### src/rtl/dff_bank_arbiter.sv
// Round-robin arbiter and write sequencer for a bank of four DW-bit registers.
// Define DFFBANK_LOCK_EN to let a granted requester hold the bank across back-to-back writes.
module dff_bank_arbiter #(
  parameter int NREQ = 4,
  parameter int DW   = 8
) (
  input  logic                 clk,
  input  logic                 rst,
  input  logic [NREQ-1:0]      req_i,
  input  logic [2*NREQ-1:0]    addr_i,
  input  logic [DW*NREQ-1:0]   data_i,
  input  logic [NREQ-1:0]      lock_i,
  output logic [NREQ-1:0]      gnt_o,
  output logic [NREQ-1:0]      ack_o,
  output logic                 busy_o,
  output logic [DW*NREQ-1:0]   q_o
);

  typedef enum logic [1:0] {IDLE, GRANT, WRITE} state_t;

  state_t         state;
  logic [1:0]     last;
  logic [1:0]     winner;
  logic [1:0]     latAddr;
  logic [DW-1:0]  latData;
  logic [DW-1:0]  bank [NREQ];
  logic [1:0]     pick;
  logic [1:0]     cand;
  logic           lockHit;

  function automatic logic [NREQ-1:0] onehot(input logic [1:0] idx);
    onehot = '0;
    onehot[idx] = 1'b1;
  endfunction

  // Scan downward so the closest requester after last wins; last itself ranks lowest.
  always_comb begin
    pick = last;
    cand = last;
    for (int k = NREQ; k >= 1; k--) begin
      cand = last + 2'(k);
      if (req_i[cand]) pick = cand;
    end
  end

`ifdef DFFBANK_LOCK_EN
  assign lockHit = lock_i[winner] & req_i[winner];
`else
  logic unusedLock;
  assign unusedLock = ^lock_i;
  assign lockHit = 1'b0;
`endif

  always_comb begin
    q_o = '0;
    for (int k = 0; k < NREQ; k++) q_o[k*DW +: DW] = bank[k];
  end

  always_ff @(posedge clk) begin
    if (rst) begin
      state   <= IDLE;
      gnt_o   <= '0;
      ack_o   <= '0;
      busy_o  <= 1'b0;
      last    <= 2'd3;
      winner  <= 2'd0;
      latAddr <= 2'd0;
      latData <= '0;
      for (int k = 0; k < NREQ; k++) bank[k] <= '0;
    end else begin
      ack_o <= '0;
      case (state)
        IDLE: begin
          if (|req_i) begin
            winner <= pick;
            last   <= pick;
            gnt_o  <= onehot(pick);
            state  <= GRANT;
            busy_o <= 1'b1;
          end else begin
            gnt_o  <= '0;
            busy_o <= 1'b0;
          end
        end
        GRANT: begin
          latAddr <= addr_i[int'(winner)*2 +: 2];
          latData <= data_i[int'(winner)*DW +: DW];
          state   <= WRITE;
          busy_o  <= 1'b1;
        end
        WRITE: begin
          bank[latAddr] <= latData;
          ack_o         <= onehot(winner);
          // A lock keeps the grant and skips arbitration, so last stays put.
          if (lockHit) begin
            state  <= GRANT;
            busy_o <= 1'b1;
          end else begin
            state  <= IDLE;
            gnt_o  <= '0;
            busy_o <= 1'b0;
          end
        end
        default: begin
          state  <= IDLE;
          gnt_o  <= '0;
          busy_o <= 1'b0;
        end
      endcase
    end
  end

endmodule

### config.mk
export PLATFORM = sky130hd
export DESIGN_NAME = dff_bank_arbiter
export DESIGN_NICKNAME = d
export VERILOG_FILES = /design/src/rtl/dff_bank_arbiter.sv
export SDC_FILE = /design/constraint.sdc
export NUM_CORES = 1
export LEC_CHECK = 0
export ABC_AREA = 0
export CAP_MARGIN = 0
export CORE_MARGIN = 5
export CORE_UTILIZATION = 40
export DETAILED_ROUTE_END_ITERATION = 6
export PLACE_DENSITY = 0.8
export SYNTH_ARGS = -nofsm -noshare
export SYNTH_HDL_FRONTEND = slang
export SYNTH_SLANG_ARGS = --single-unit
### constraint.sdc
create_clock -name clk -period 2.55 [get_ports clk]
set_input_delay 0.51 -clock clk [delete_from_list [all_inputs] [get_ports clk]]
set_output_delay 0.51 -clock clk [all_outputs]
set_load 0.05 [all_outputs]
# [Yosys cells after proc, flatten, opt, wreduce, memory -nomap -nowiden]
# Memories as Yosys holds them, arrays and structs flattened.
# Cells that the tools add are included.
[totals] ff_bits=25 mem_bits_rw=32 input_bits=50 output_inout_bits=41 elab_cells=59 memories=1
[op_classes] add_sub_neg=3 order_cmp=7 eq_ne=3 n_shift=2 mux=27 bitwise_logic=1 reduce_logical=7
[mem_list] name="bank" words=4 word_bits=8 rd=4 rd_clocked_by_memory_dff=0 wr=4 line="26" text="logic [DW-1:0] bank [NREQ];"
[op_table] operator="32-bit by 6-bit indexed part select with 8-bit output" count=1
[op_table] operator="2-bit by 3-bit < comparator with 1-bit output (second input constant)" count=5
[op_table] operator="1-bit 2-to-1 mux" count=12
[op_table] operator="2-bit 2-to-1 mux" count=5
[op_table] operator="8-bit 2-to-1 mux" count=1
[op_table] operator="4-bit one-hot mux with 2 select lines" count=1
[op_table] operator="8-bit OR reduction" count=1
[op_table] operator="8-bit by 4-bit indexed part select with 2-bit output" count=1
[op_table] operator="1-bit binary-select mux with 2-bit select" count=3
[op_table] operator="2-bit adder (second input constant)" count=2
[op_table] operator="1-bit demux with 2-bit select" count=2
[op_table] operator="2-bit by 1-bit greater-or-equal comparator with 1-bit output (second input constant)" count=2
[op_table] operator="4-bit 2-to-1 mux" count=1
[op_table] operator="2-bit one-hot mux with 2 select lines" count=1
[op_table] operator="4-bit OR reduction" count=1
[op_table] operator="2-bit by 1-bit adder with 2-bit output (second input constant)" count=1
[op_table] operator="2-bit by 1-bit equality test with 1-bit output (second input constant)" count=1
[op_table] operator="2-bit equality test (second input constant)" count=1
[op_table] operator="1-bit logical AND" count=2
[op_table] operator="2-bit zero test" count=1
[op_table] operator="2-bit != test (second input constant)" count=1
[op_table] operator="1-bit one-hot mux with 2 select lines" count=1
[op_table] operator="2-bit AND reduction" count=1
[op_table] operator="2-bit OR reduction" count=1
[op_table] operator="1-bit NOT" count=1

# [Longest topological paths before layout]
# Gate-level depths: netlist of the first run.
[depth] ltp_word=12 depth_mapped=6 ltp_nobuf=4

# [Worst setup path after synthesis of the first run]
# Ideal clock, no wire load.
[synth_path] path_kind="input-to-reg" start="in rst" end="mem bank[2][0] (enable)" setup_time_ns=0.329 arrival_time_ns=1.444 required_time_ns=2.221 slack_ns=0.776 stages=5 path_buffers=2 cell_sequence="buf_2 nor3_1 and3_1 clkbuf_1 or2_1"
[synth_lines] item="start: declaration" line="8" text="input logic rst,"
[synth_lines] item="end: declaration" line="26"

==> results of run 1 <==
[cell type report]
type,instances,area [µm²]
Clock buffer,11,131.4
Clock inverter,5,47.55
Fill cell,466,2380
Inverter,4,15.01
Multi-Input combinational cell,102,873.3
Sequential cell,57,1461
Tap cell,75,93.84
Timing Repair Buffer,89,883.3
[power groups by stage]
stage                     combinational, mW  clock [mW]  sequential (mW)
after global placement                0.418           0             1.11
after detailed placement              0.425           0             1.12
after floorplan                       0.187           0             1.19
after global routing                  0.448       0.831             1.10
after CTS                             0.427       0.778             1.10
final                                 0.423       0.762             1.09
[worst reg2reg max path: cells and delay by family, from the launching register on]
family                 cells  cell delay (ns)
flip-flops                 1             0.68
multiplexers               1             0.51
buffers and inverters      1             0.27
AO/OA/AOI/OAI              1             0.20
[layer usage]
metal | up-vias | track usage, %
met5 | - | 0
met4 | 0 | 7.531
met3 | 8 | 6.491
met2 | 70 | 24.73
met1 | 770 | 15.98
li1 | 827 | -
[sequential cells by signal, indices dropped and copies added (netlist names)]
name / cells
gnt_o: 4
winner: 2
latData: 8
last: 2
latAddr: 2
ack_o: 4
busy_o: 1
bank: 32
state: 2
[metrics by stage]
step / power, mW / setup slack [ns] / utilization [%] / hold WS (ns)
4_1_cts: 2.301 / 0.5435 / 59.57 / 0.4682
3_5_place_dp: 1.541 / 0.3618 / 56.53 / 0.4443
5_1_grt: 2.383 / 0.4988 / 59.57 / 0.4868
6_report: 2.279 / 0.5670 / 59.57 / 0.4682
3_3_place_gp: 1.531 / 0.3970 / 56.53 / 0.4445
2_1_floorplan: 1.373 / 0.7764 / - / 0.4749
[cell usage after synthesis, types with 3 or more instances]
cell	n	share of area (%)
clkbuf_1	3	0.47
buf_2	3	0.62
dfxtp_1	25	21
a22o_1	10	3.6
nand2_1	6	0.93
nor3_1	4	0.83
mux4_2	10	9.3
a21oi_1	4	0.83
nor2_1	4	0.62
edfxtp_1	32	40
and2_1	32	8.3
[worst max-delay path by stage]
stage,start,to,slack (ns),depth (start not counted)
after floorplan,rst,bank[2][0],0.78,5
after global placement,rst,bank[2][6],0.40,4
after detailed placement,rst,bank[2][0],0.36,4
after CTS,bank[1][6],q_o[14],0.54,1
after global routing,bank[1][6],q_o[14],0.50,1
final,bank[1][6],q_o[14],0.57,1
[layout by cell type, fill, tap and decap left out, drive strengths merged]
cell,synthesis,final
a41o,1,1
or2,4,4
edfxtp,32,32
and2,32,32
a21oi,5,5
o21ai,3,3
nor3,6,6
nand2,6,6
nor4,1,1
a211oi,2,2
clkinv,0,4
a32o,2,2
and3,2,2
clkdlybuf4s50,0,86
dfxtp,25,25
a21o,1,1
a22o,10,10
buf,6,3
nor2,5,5
nand3,1,1
nand2b,3,3
nor3b,1,1
o21a,1,1
bufinv,0,1
a221oi,1,1
inv,4,4
mux4,10,10
and3b,1,1
or3,1,1
o211ai,1,1
o41ai,2,2
clkbuf,3,11
[kinds of logic after synthesis]
kind of cell / after synthesis / synth area share, %
and+or+nand+nor: 63 / 16.36
DFF: 57 / 60.64
AOI/OAI and AO/OA: 29 / 10.54
buffers and inverters: 13 / 3.115
muxes: 10 / 9.346
==> run_results.csv, run 1 <==
group,metric,value,unit
timing,slew_viol_final,0,
routing,drc_errors,0,
cts,numCtsBuffers,9,
routing,num_vias,1675,
routing,first_pass_iters,4,
global_routing,grt_usage,14.82,%
critical_path,rrSetupSlack,0.79,ns
power,power_density,650.0,nW/µm²
floorplan,die_area,7676,µm²
routing,viasPerCell,4.883,
critical_path,start_kind,"register",
global_routing,overflow,0,
critical_path,crit_fanout,1,
worst_hold_path,min_path_cells,1,
floorplan,num_rows,28,
timing,final.min_clock_period,1.983,ns
place,dp_cells,327,
worst_hold_path,hp-start,"gnt_o[2]",
routing,met2_length,2775,µm
timing,tns,0,ns
synth,netlist_instances,172,
synth,synth_area_per_cell,14.01,µm²
status,status,"finished clean",
worst_hold_path,hold_path.class,"reg2reg",
power,pwr-share-clk,33.4,%
power,power_switching,0.6024,mW
critical_path,crit_path_cell_trace,"clkdlybuf4s50_1",
critical_path,slowest_stage,"clkdlybuf4s50_1",
floorplan,ios,91,
place,io_buffers,86,
cts,cts.sinks,57,
synth,synth_ff_type,"edfxtp_1",
critical_path,cp.buffers_inverters,1,
layout,stdcell_count,343,
place,place_area,3327,µm²
critical_path,r2r-end,"latData[4]",
worst_hold_path,min_to,"gnt_o[2]",
routing,wl_per_cell,15.75,µm
layout,nNetsFinal,313,
power,p_leak,1.289,nW
power,p_sw_share,26.44,%
critical_path,crit_type,"reg2out",
timing,relSlewSlack,58.45,%
critical_path,r2r_cells,3,
cts,cts_tree,"yes",
job,drv_cap,0,
timing,period_share,77.77,%
routing,wl,5401,µm
synth,synth_seq_cells,57,
layout,postLayoutCellArea,3506,µm²
critical_path,arrival,1.47,ns
routing,top_layer_used,"met4",
critical_path,crit_required,2.04,ns
synth,ys_types,43,
cts,postCtsSetupBuffers,0,
critical_path,crit-reg2reg-launch,"winner[0]",
cts,cts_buffer_depth,2,
power,p_int,1.676,mW
critical_path,critPathMaxStageDelay,0.81,ns
synth,seq_area_frac_synth,60.64,%
timing,rsz0062_at_grt,"false",
synth,async_flop_share,0,%
place,gp_congestion,0.7596,
routing,postRouteAntennaNets,0,
global_routing,antenna_found_initial,0,
cts,ctsRootBufferMaster,"clkbuf_8",
synth,syn-cell-area,2410,µm²
synth,yosys_warnings,0,
synth,synth_edf_count,32,
routing,drt_iter0_drc,62,
power,power_frac_comb,18.6,%
global_routing,grt_start_max_net_pins,17,
routing,met3_length,454,µm
cts,clk_pin_slew_worst_paths,0.06,ns
routing,wl_met1,2062,µm
layout,syn_to_final_growth,45.48,%
power,p_seq_share,48.0,%
power,vdd_ir_drop_max,0.0003490,V
global_routing,grt_pass1_wl,8328,µm
timing,fmax,504.3,MHz
critical_path,critPathCaptureType,"output port",
timing,worst_pin_slew,0.6224,ns
layout,antenna_cells,0,
critical_path,crit_family,"buffers and inverters",
cts,htree_levels,3,
place,hpwl,4228,µm
floorplan,start_util,40.94,%
global_routing,grt_pass1_vias,1718,
floorplan,die-width,87.62,µm
synth,synth_nets,222,
floorplan,core-area,5886,µm²
cts,cts_resized,0,
timing,finalHoldViolCount,0,
timing,finalSetupViolations,0,
layout,layout-drive-gt1-share,14.55,%
timing,skew,0.008246,ns
floorplan,die_h,87.62,µm
cts,hold_buffers,0,
cts,worstSkewPairLatency,0.33,ns
No activity file was read; power rests on OpenSTA's default activity.
==> inputs of run 2 (changes only) <==
clock period = 2 ns   (was 2.55 ns; I/O delays follow)
==> run_results.csv, run 2 (synthesis results as in run 1) <==
group,metric,value,unit
floorplan,start_util,40.94,%
global_routing,top_usage_layer,"met2",
floorplan,core-area,5886,µm²
worst_hold_path,min_path_cells,2,
floorplan,die-width,87.62,µm
critical_path,start_kind,"register",
critical_path,slowest_stage,"clkdlybuf4s50_1",
worst_hold_path,min_to,"gnt_o[1]",
routing,first_pass_iters,4,
cts,htree_levels,3,
routing,viasPerCell,4.902,
floorplan,num_rows,28,
timing,rsz0062_at_grt,"false",
routing,drt_iter0_drc,77,
power,p_leak,1.305,nW
layout,ff_latch_area,1461,µm²
global_routing,grt_usage,14.74,%
layout,largest_reg_flops,32,
layout,reg_top3,"bank (32), latData (8)",
layout,antenna_cells,0,
critical_path,r2r-end,"bank[1][7]",
timing,finalSetupViolations,0,
layout,syn_to_final_growth,46.37,%
critical_path,crit_family,"buffers and inverters",
layout,final_common_cell,"clkdlybuf4s50_1",
timing,skew,0.01183,ns
timing,finalHoldViolCount,0,
cts,hold_buffers,0,
place,io_buffers,86,
floorplan,die_h,87.62,µm
critical_path,crit_type,"reg2out",
global_routing,grtUsageMet1,16.94,%
global_routing,grt_start_max_net_pins,16,
place,gp_congestion,0.7801,
timing,slew_viol_final,0,
critical_path,arrival,1.48,ns
layout,multiInputGateArea,873.3,µm²
cts,cts_tree,"yes",
layout,num-fill-cells,493,
worst_hold_path,hp-start,"gnt_o[1]",
routing,wl,5402,µm
layout,layout-drive-gt1-share,17.22,%
layout,mostFrequentLayoutCells,"clkdlybuf4s50_1 (86), and2_1 (32), edfxtp_1 (32), dfxtp_1 (25)",
timing,worst_pin_slew,0.5870,ns
power,power_density,797.5,nW/µm²
layout,max_flop_register,"bank",
cts,cts.sinks,57,
timing,fmax,532.1,MHz
critical_path,crit_path_cell_trace,"clkdlybuf4s50_1",
global_routing,antenna_found_initial,0,
global_routing,grt.met3_usage,5.644,%
place,hpwl,4138,µm
cts,ctsRootBufferMaster,"clkbuf_8",
cts,worstSkewPairLatency,0.33,ns
floorplan,die_area,7676,µm²
critical_path,cp.buffers_inverters,1,
routing,wl_per_cell,15.52,µm
job,drv_cap,0,
place,preCtsSetupSlack,0.01214,ns
timing,relSlewSlack,60.74,%
routing,num_vias,1706,
critical_path,r2r_cells,3,
global_routing,met2_usage,25.14,%
routing,postRouteAntennaNets,0,
cts,postCtsSetupBuffers,0,
cts,cts_buffer_depth,2,
critical_path,critPathCaptureType,"output port",
global_routing,overflow,0,
critical_path,crit-reg2reg-launch,"state[1]",
status,status,"finished clean",
power,vdd_ir_drop_max,0.0003573,V
critical_path,crit_fanout,1,
cts,cts_resized,0,
cts,numCtsBuffers,9,
floorplan,ios,91,
timing,period_share,93.96,%
timing,tns,0,ns
global_routing,grt_pass1_wl,8404,µm
critical_path,crit_required,1.60,ns
critical_path,critPathMaxStageDelay,0.82,ns
critical_path,rrSetupSlack,0.43,ns
global_routing,grt_pass1_vias,1742,
timing,final.min_clock_period,1.879,ns
worst_hold_path,hold_path.class,"reg2reg",
layout,nNetsFinal,318,
routing,drc_errors,0,
timing,worst_slack,0.1208,ns
cts,clk_pin_slew_worst_paths,0.06,ns
[run 2: cell types whose count changed in the layout (fill, tap and decap cells not counted), sizes merged]
cell / previous run / this run
bufinv: 1 / 0
buf: 3 / 8
clkinvlp: 0 / 2
clkbuf: 11 / 10
[run 2: worst max-delay path by stage]
stage                from          to  slack [ns]  depth (start not counted)
2_1_floorplan         rst  bank[2][0]        0.34                          5
3_3_place_gp          rst  bank[1][1]        0.06                          4
3_5_place_dp          rst  bank[1][1]        0.01                          4
4_1_cts        bank[1][7]     q_o[15]        0.09                          1
5_1_grt        bank[1][7]     q_o[15]        0.06                          1
6_report       bank[1][7]     q_o[15]        0.12                          1
[run 2: cell type report]
class                   instances  share of cell area (%)
clock inverters                 6                  0.9933
inverters                       4                  0.4257
multi-input cells             102                   24.76
well taps                      75                   2.661
repair buffers                 94                   26.11
flip-flops and latches         57                   41.43
clock buffers                  10                   3.618
[run 2: stage by stage]
| step | util, % | power, mW | hold WS [ns] | area, µm² | std cells |
|---|---|---|---|---|---|
| 5_1_grt | 59.93 | 2.934 | 0.5123 | 3527 | 348 |
| 3_3_place_gp | 57.16 | 1.960 | 0.4450 | 3364 | 332 |
| 2_1_floorplan | - | 1.751 | 0.4749 | 2410 | 172 |
| 3_5_place_dp | 57.16 | 1.968 | 0.4423 | 3364 | 332 |
| 6_report | 59.93 | 2.813 | 0.4745 | 3527 | 348 |
| 4_1_cts | 59.93 | 2.835 | 0.4791 | 3527 | 348 |
[run 2: power breakdown]
group	total (mW)	leakage [nW]	internal, mW	switching [mW]
clock network	0.872	0.0818	0.439	0.433
logic	0.563	0.687	0.272	0.291
registers	1.38	0.536	1.31	0.0688
total	2.81	1.30	2.02	0.793
[run 2: layer usage]
metal,share of wire (%),vias to the layer above
met1,40,796
met5,0,-
met2,50,66
met3,7.9,12
met4,2.2,0
li1,-,832
[run 2: worst min-delay path: cells and delay by family, from the launching register on]
| family | cells | cell delay (ns) |
|---|---|---|
| and+or+nand+nor | 1 | 0.07 |
| DFF | 1 | 0.33 |
| AOI/OAI and AO/OA | 1 | 0.05 |
==> inputs of run 3 (changes only) <==
PLACE_DENSITY = 0.74   (was 0.8)
SKIP_LAST_GASP = 1   (was unset)
==> run_results.csv, run 3 (synthesis results as in run 1) <==
group,metric,value,unit
place,preCtsSetupSlack,0.05942,ns
floorplan,start_util,40.94,%
critical_path,arrival,1.48,ns
timing,hold-worst-slack,0.4603,ns
worst_hold_path,hold_path.class,"reg2reg",
critical_path,critPathCaptureType,"output port",
timing,worst_slack,0.1176,ns
routing,wl_per_cell,14.31,µm
routing,viasPerCell,4.839,
routing,drt_iter0_drc,78,
critical_path,crit_required,1.60,ns
power,vdd_ir_drop_max,0.0004207,V
timing,final.min_clock_period,1.882,ns
global_routing,grt_pass1_wl,8010,µm
layout,final_common_cell,"clkdlybuf4s50_1",
timing,skew,0.01238,ns
cts,numCtsBuffers,9,
cts,cts.sinks,57,
power,power_density,861.9,nW/µm²
routing,wl,4980,µm
place,gp_congestion,0.7185,
layout,reg_top3,"bank (32), latData (8)",
floorplan,die_area,7676,µm²
global_routing,grt_usage,13.84,%
floorplan,die-width,87.62,µm
floorplan,core-area,5886,µm²
floorplan,num_rows,28,
layout,nNetsFinal,318,
global_routing,overflow,0,
power,p_leak,1.333,nW
routing,drc_errors,0,
timing,period_share,94.12,%
timing,slew_viol_final,0,
place,dp_cells,332,
layout,final_util,60.88,%
place,place_area,3364,µm²
layout,largest_reg_flops,32,
routing,num_vias,1684,
routing,first_pass_iters,4,
layout,max_flop_register,"bank",
layout,layout-drive-gt1-share,17.58,%
critical_path,cp.buffers_inverters,1,
cts,clk_pin_slew_worst_paths,0.07,ns
cts,htree_levels,3,
cts,cts_tree,"yes",
cts,cts_resized,0,
cts,ctsRootBufferMaster,"clkbuf_8",
floorplan,die_h,87.62,µm
timing,rsz0062_at_grt,"false",
layout,stdcell_count,348,
layout,antenna_cells,0,
critical_path,crit_fanout,2,
timing,finalSetupViolations,0,
routing,postRouteAntennaNets,0,
critical_path,crit_path_cell_trace,"clkdlybuf4s50_1",
cts,worstSkewPairLatency,0.33,ns
status,status,"finished clean",
global_routing,grt_start_max_net_pins,16,
layout,postLayoutCellArea,3583,µm²
timing,worst_pin_slew,0.5989,ns
global_routing,grt_pass1_vias,1662,
cts,hold_buffers,0,
timing,finalHoldViolCount,0,
critical_path,crit_type,"reg2out",
critical_path,start_kind,"register",
cts,postCtsSetupBuffers,0,
critical_path,slowest_stage,"clkdlybuf4s50_1",
power,p_total,3.088,mW
timing,tns,0,ns
floorplan,ios,91,
layout,mostFrequentLayoutCells,"clkdlybuf4s50_1 (86), and2_1 (32), edfxtp_1 (32), dfxtp_1 (25)",
critical_path,critPathMaxStageDelay,0.81,ns
place,io_buffers,86,
job,drv_cap,0,
layout,syn_to_final_growth,48.70,%
timing,fmax,531.2,MHz
cts,cts_buffer_depth,2,
global_routing,antenna_found_initial,0,
timing,relSlewSlack,60.02,%
critical_path,crit_family,"buffers and inverters",
==> run 3: cell count changes in the layout (fill, tap and decap cells not counted), sizes merged <==
cell	previous run	this run
bufinv	0	2
clkbuf	10	9
clkinvlp	2	1
==> run 3: layout make-up <==
| class | instances | area [µm²] |
|---|---|---|
| Inverter | 4 | 15.01 |
| Timing Repair Buffer | 94 | 920.9 |
| Clock inverter | 7 | 95.09 |
| Multi-Input combinational cell | 102 | 873.3 |
| Tap cell | 75 | 93.84 |
| Fill cell | 496 | 2302 |
| Sequential cell | 57 | 1461 |
| Clock buffer | 9 | 123.9 |
==> run 3: final timing paths <==
kind | start | end | slack [ns] | cells after the start
worst min-delay path | gnt_o[1] | gnt_o[1] | 0.46 | 2
worst min register to register | gnt_o[1] | gnt_o[1] | 0.46 | 2
worst max-delay path | gnt_o[2] | gnt_o[2] | 0.12 | 1
worst max register to register | state[1] | bank[1][0] | 0.39 | 3
==> run 3: report_power, final <==
group	internal (mW)	leakage, nW	switching, mW	total [mW]
combinational	0.271	0.688	0.281	0.551
clock	0.700	0.109	0.458	1.16
sequential	1.31	0.536	0.0710	1.38
total	2.28	1.33	0.809	3.09
==> run 3: routing by layer <==
layer | share of wire [%] | routed length [µm] | global-route usage, % | up-vias
met2 | 48 | 2394 | 21.64 | 68
met5 | 0 | 0 | 0 | -
met4 | 1.4 | 72 | 5.997 | 0
li1 | - | - | - | 840
met3 | 9.8 | 487 | 6.585 | 8
met1 | 41 | 2025 | 16.30 | 768
==> run 3: worst register-to-register path, cell delays in order, from the launching register on <==
cell     delay (ns)
dfxtp_1        0.56
nand3_1        0.14
nor3_2         0.31
or2_2          0.29
